$ cat config.mk
export PLATFORM = sky130hd
export DESIGN_NAME = uart_tx_fifo
export DESIGN_NICKNAME = d
export VERILOG_FILES = /design/src/rtl/uart_tx_fifo.sv
export SDC_FILE = /design/constraint.sdc
export NUM_CORES = 1
export LEC_CHECK = 0
export ABC_AREA = 0
export CAP_MARGIN = 15
export CELL_PAD_IN_SITES_DETAIL_PLACEMENT = 1
export CELL_PAD_IN_SITES_GLOBAL_PLACEMENT = 1
export CORE_MARGIN = 2
export CORE_UTILIZATION = 46
export DETAILED_ROUTE_END_ITERATION = 10
export PLACE_DENSITY_LB_ADDON = 0.1
export SYNTH_ARGS = -nofsm -noshare
export SYNTH_HDL_FRONTEND = slang
export SYNTH_SLANG_ARGS = --single-unit
$ cat constraint.sdc
create_clock -name clk_100MHz -period 2.8 [get_ports clk_100MHz]
set_input_delay 0.84 -clock clk_100MHz [delete_from_list [all_inputs] [get_ports clk_100MHz]]
set_output_delay 0.84 -clock clk_100MHz [all_outputs]
set_load 0.05 [all_outputs]
$ cat src/rtl/uart_tx_fifo.sv
// First-word-fall-through byte FIFO feeding the UART transmitter.
// The head word is shown combinationally; count, empty and full come from one count register.
module uart_tx_fifo #(
  parameter int DATA_WIDTH = 8,
  parameter int ADDR_WIDTH = 4
) (
  input  logic                  clk_100MHz,
  input  logic                  reset,
  input  logic                  wr_en,
  input  logic [DATA_WIDTH-1:0] wr_data,
  input  logic                  rd_en,
  output logic [DATA_WIDTH-1:0] rd_data,
  output logic                  empty,
  output logic                  full,
  output logic [ADDR_WIDTH:0]   count,
  output logic                  overflow,
  output logic                  underflow
);

  localparam int DEPTH = 1 << ADDR_WIDTH;
  localparam logic [ADDR_WIDTH:0]   FULL_COUNT = (ADDR_WIDTH + 1)'(DEPTH);
  localparam logic [ADDR_WIDTH:0]   CNT_ONE    = (ADDR_WIDTH + 1)'(1);
  localparam logic [ADDR_WIDTH-1:0] PTR_ONE    = ADDR_WIDTH'(1);

  logic [DATA_WIDTH-1:0] mem [DEPTH];
  logic [ADDR_WIDTH-1:0] wr_ptr;
  logic [ADDR_WIDTH-1:0] rd_ptr;
  logic [ADDR_WIDTH:0]   count_q;
  logic                  push_ok;
  logic                  pop_ok;
  logic                  ovf_p1;
  logic                  unf_p1;

  assign empty = (count_q == '0);
  assign full  = (count_q == FULL_COUNT);
  assign count = count_q;

  // A pop on the same edge frees the slot, so a full FIFO still takes the push.
  assign push_ok = wr_en && (!full || rd_en);
  assign pop_ok  = rd_en && !empty;

  assign rd_data   = mem[rd_ptr];
  assign overflow  = ovf_p1;
  assign underflow = unf_p1;

  // Storage: no reset, written only on an accepted push
  always_ff @(posedge clk_100MHz) begin
    if (push_ok) begin
      mem[wr_ptr] <= wr_data;
    end
  end

  // Pointers, occupancy and registered rejection flags
  always_ff @(posedge clk_100MHz or posedge reset) begin
    if (reset) begin
      wr_ptr  <= '0;
      rd_ptr  <= '0;
      count_q <= '0;
      ovf_p1  <= 1'b0;
      unf_p1  <= 1'b0;
    end else begin
      if (push_ok) begin
        wr_ptr <= wr_ptr + PTR_ONE;
      end
      if (pop_ok) begin
        rd_ptr <= rd_ptr + PTR_ONE;
      end
      case ({push_ok, pop_ok})
        2'b10:   count_q <= count_q + CNT_ONE;
        2'b01:   count_q <= count_q - CNT_ONE;
        default: count_q <= count_q;
      endcase
      ovf_p1 <= wr_en && !push_ok;
      unf_p1 <= rd_en && !pop_ok;
    end
  end

endmodule
==> flow_summary.toml, run 1 <==
[routing]
route.vias.total = 3199
antenna_left = 0
wl_per_cell_um = 21.75
wirelength_mm = 13.00
drt_iter0_drc = 227
drt_pass1_iterations = 4
drc = 0
vias_per_cell = 5.349

[setup_path]
cp.required_ns = 1.96
start_kind = "flip-flop"
cp.arrival_ns = 2.20
cp_max_fo = 5
path_class = "flip-flop to output pin"
rr_worst_depth = 12
critPathCaptureType = "output pin"

[finish]
final_nets = 438
antenna-diode-count = 0
drive_gt1_share_pct = 34.27
final_util_pct = 59.48
fill_cells = 1165
synthToLayoutAreaGrowth_pct = 26.97
finalNonFillerCells = 598

[synthesis]
synthXorXnorAreaFrac_pct = 1.494
synth_common_cells = "128 x edfxtp_1, 25 x mux2i_1, 20 x o21ai_0"
syn_avg_cell_area_um2 = 17.40
syn_nets = 359
yosys_warnings = 0
synth_edf_count = 128
synthAdderAreaFrac_pct = 2.262
synth_ff_type = "edfxtp_1"
synthCells = 337
syn_area_mm2 = 0.005863
synth_top_area_share_pct = 65.56
yosysMostFrequentCell = "edfxtp_1"
synth_top_family_by_area = "multiplexers"
ys_top_cells_by_area = "edfxtp_1 66%, dfrtp_1 6.4%, mux4_2 6.1%"
synth_mux_area_share_pct = 12.21
synth_cell_types = 34
synthArstFlopShare_pct = 10.49
synth_top_area_cell = "edfxtp_1"
seq_area_frac_synth_pct = 71.96
ys_ff_latch = 143
yosys.area_share.simple_pct = 4.204
synth_compound_area_share_pct = 5.036

[die]
die-area_mm2 = 0.01366
num_rows = 41
core-area_mm2 = 0.01252
die_h_um = 116.9
start_util_pct = 46.84
dieWidth_um = 116.9
ios = 29

[placement]
gp_congestion = 0.7913
numPortBuffers = 28
post-place-ws_ns = -0.4172
dp_hpwl_mm = 8.042
dp_cells = 552

[run]
cap_violations = 0

[global_routing]
first_global_vias = 3482
grt-ovfl-total = 0
grt_pass1_wl_mm = 19.94
grt_use_total_pct = 20.56
grt_start_max_net_pins = 19
antenna_found_initial = 0

[sta]
finalCritPeriodShare_pct = 108.6
fin_hold_ws_ns = 0.5062
maxSlewHeadroom_pct = 54.58
setup_viol = 8
clock.fmax_ghz = 0.3290
fin_skew_ns = 0.006537
rsz0062_at_grt = "yes"
tns_ns = -1.432
hold_viol_final = 0
worst_pin_slew_ns = 0.6806
drv_slew = 0
fin_crit_ns = 3.040
final.setup.worst_slack_ns = -0.2396

[power]
ir_worst_vdd_uv = 503.2
power_leakage_nw = 2.702
powerDensity_mw_per_mm2 = 1178

[min_path]
holdPathStages = 1
hold_class = "flip-flop to flip-flop"

[clock_network]
cts_made_buffers = 17
cts.hold.buffers_added = 0
clockBufferDepth = 2
clk_latency_ns = 0.42
path_clk_slew_ns = 0.06
cts-root-buf = "clkbuf_16"
tritoncts = "built"
htreeDepth = 4
cts_sinks = 143

[run_status]
status = "complete, but fails checks"
violations = "setup timing"
## cells by family after synthesis
kind of cell               Yosys count
buffers and inverters               27
and+or+nand+nor                     49
xor gates and xnor gates            10
AOI/OAI and AO/OA                   48
muxes                               50
DFF                                143
adders and majority gates           10
## flip-flops by register name, summed over array words and instances, names as in the netlist
| signal | flops |
|---|---|
| mem | 128 |
| count | 5 |
| rd_ptr | 4 |
| wr_ptr | 4 |
| overflow | 1 |
| underflow | 1 |
## stage by stage
| stage | area [um^2] | total power [W] |
|---|---|---|
| 2_1_floorplan | 5898 | 0.004951 |
| 3_3_place_gp | 6510 | 0.005811 |
| 3_5_place_dp | 6510 | 0.005865 |
| 4_1_cts | 7330 | 0.008629 |
| 5_1_grt | 7445 | 0.009170 |
| 6_report | 7445 | 0.008772 |
## routing by layer
metal / global-route usage [%] / wire length (um)
met5: 0 / 0
met2: 33.91 / 6641
met4: 7.608 / 202
met3: 4.119 / 283
met1: 27.29 / 5876
## placed cells by master (no fill, tap or decap), drive strengths merged, types with 3 or more instances in the layout
cell type	synthesis	layout
o21ai	20	20
clkbuf	4	20
bufinv	0	4
nand2	19	19
a221oi	8	8
nor3	4	4
mux4	16	16
xnor2	7	7
nor2	12	12
mux2	9	9
dfrtp	15	15
edfxtp	128	128
clkinv	0	6
nor2b	3	3
inv	9	9
xor2	3	3
ha	9	9
a22oi	8	8
a21oi	10	10
buf	14	58
mux2i	25	25
clkdlybuf4s50	0	18
## worst paths after layout
check | startpoint | to | slack (ns)
setup / recovery | rd_ptr[0] | rd_data[0] | -0.24
hold / removal | count[4] | count[4] | 0.51
setup reg to reg | count[0] | count[4] | 0.13
hold reg to reg | count[4] | count[4] | 0.51
max in group asynchronous | reset | count[2] | 1.50
min in group asynchronous | reset | rd_ptr[0] | 0.82
## worst max-delay path, stage by stage (launching register included)
cell and delay [ns]:
dfrtp_2 0.46, buf_6 0.16, buf_12 0.13, mux4_2 0.57, a22oi_2 0.18, nand2_1 0.10
buf_6 0.16
## cell type report
type / instances / area (um^2) / share of cell area, %
timing repair buffer: 78 / 764.5 / 10.27
sequential: 143 / 4227 / 56.77
multi-input combinational: 167 / 1625 / 21.83
inverter: 9 / 33.78 / 0.4538
tap: 172 / 215.2 / 2.891
clock buffer: 19 / 432.9 / 5.815
clock inverter: 10 / 146.4 / 1.966
## what timing repair did
item                       in CTS  in global routing
gates cloned                    2                  1
pin swaps                       6                 13
setup buffers                   7                  7
gates resized for setup        28                 18
setup endpoints to repair       9                  9
## report_power, final
part | switching (W) | internal [W]
Clock | 0.000793 | 0.00146
Sequential | 0.000232 | 0.00263
Combinational | 0.00206 | 0.00160
Power figures use the tool's default switching activity.
==> run 2: changes to the inputs <==
--- a/config.mk
+++ b/config.mk
@@ -12,6 +12,7 @@
 export CORE_MARGIN = 2
 export CORE_UTILIZATION = 46
 export DETAILED_ROUTE_END_ITERATION = 10
+export GPL_ROUTABILITY_DRIVEN = 0
 export PLACE_DENSITY_LB_ADDON = 0.1
 export SYNTH_ARGS = -nofsm -noshare
 export SYNTH_HDL_FRONTEND = slang
==> results of run 2 <==
The final DEF is identical to that of run 1; final timing and power are the same.
==> run 3: changes to the inputs <==
--- a/config.mk
+++ b/config.mk
@@ -13,6 +13,7 @@
 export CORE_UTILIZATION = 46
 export DETAILED_ROUTE_END_ITERATION = 10
 export GPL_ROUTABILITY_DRIVEN = 0
+export GPL_TIMING_DRIVEN = 1
 export PLACE_DENSITY_LB_ADDON = 0.1
 export SYNTH_ARGS = -nofsm -noshare
 export SYNTH_HDL_FRONTEND = slang
==> results of run 3 <==
The final DEF is identical to that of run 1; final timing and power are the same.
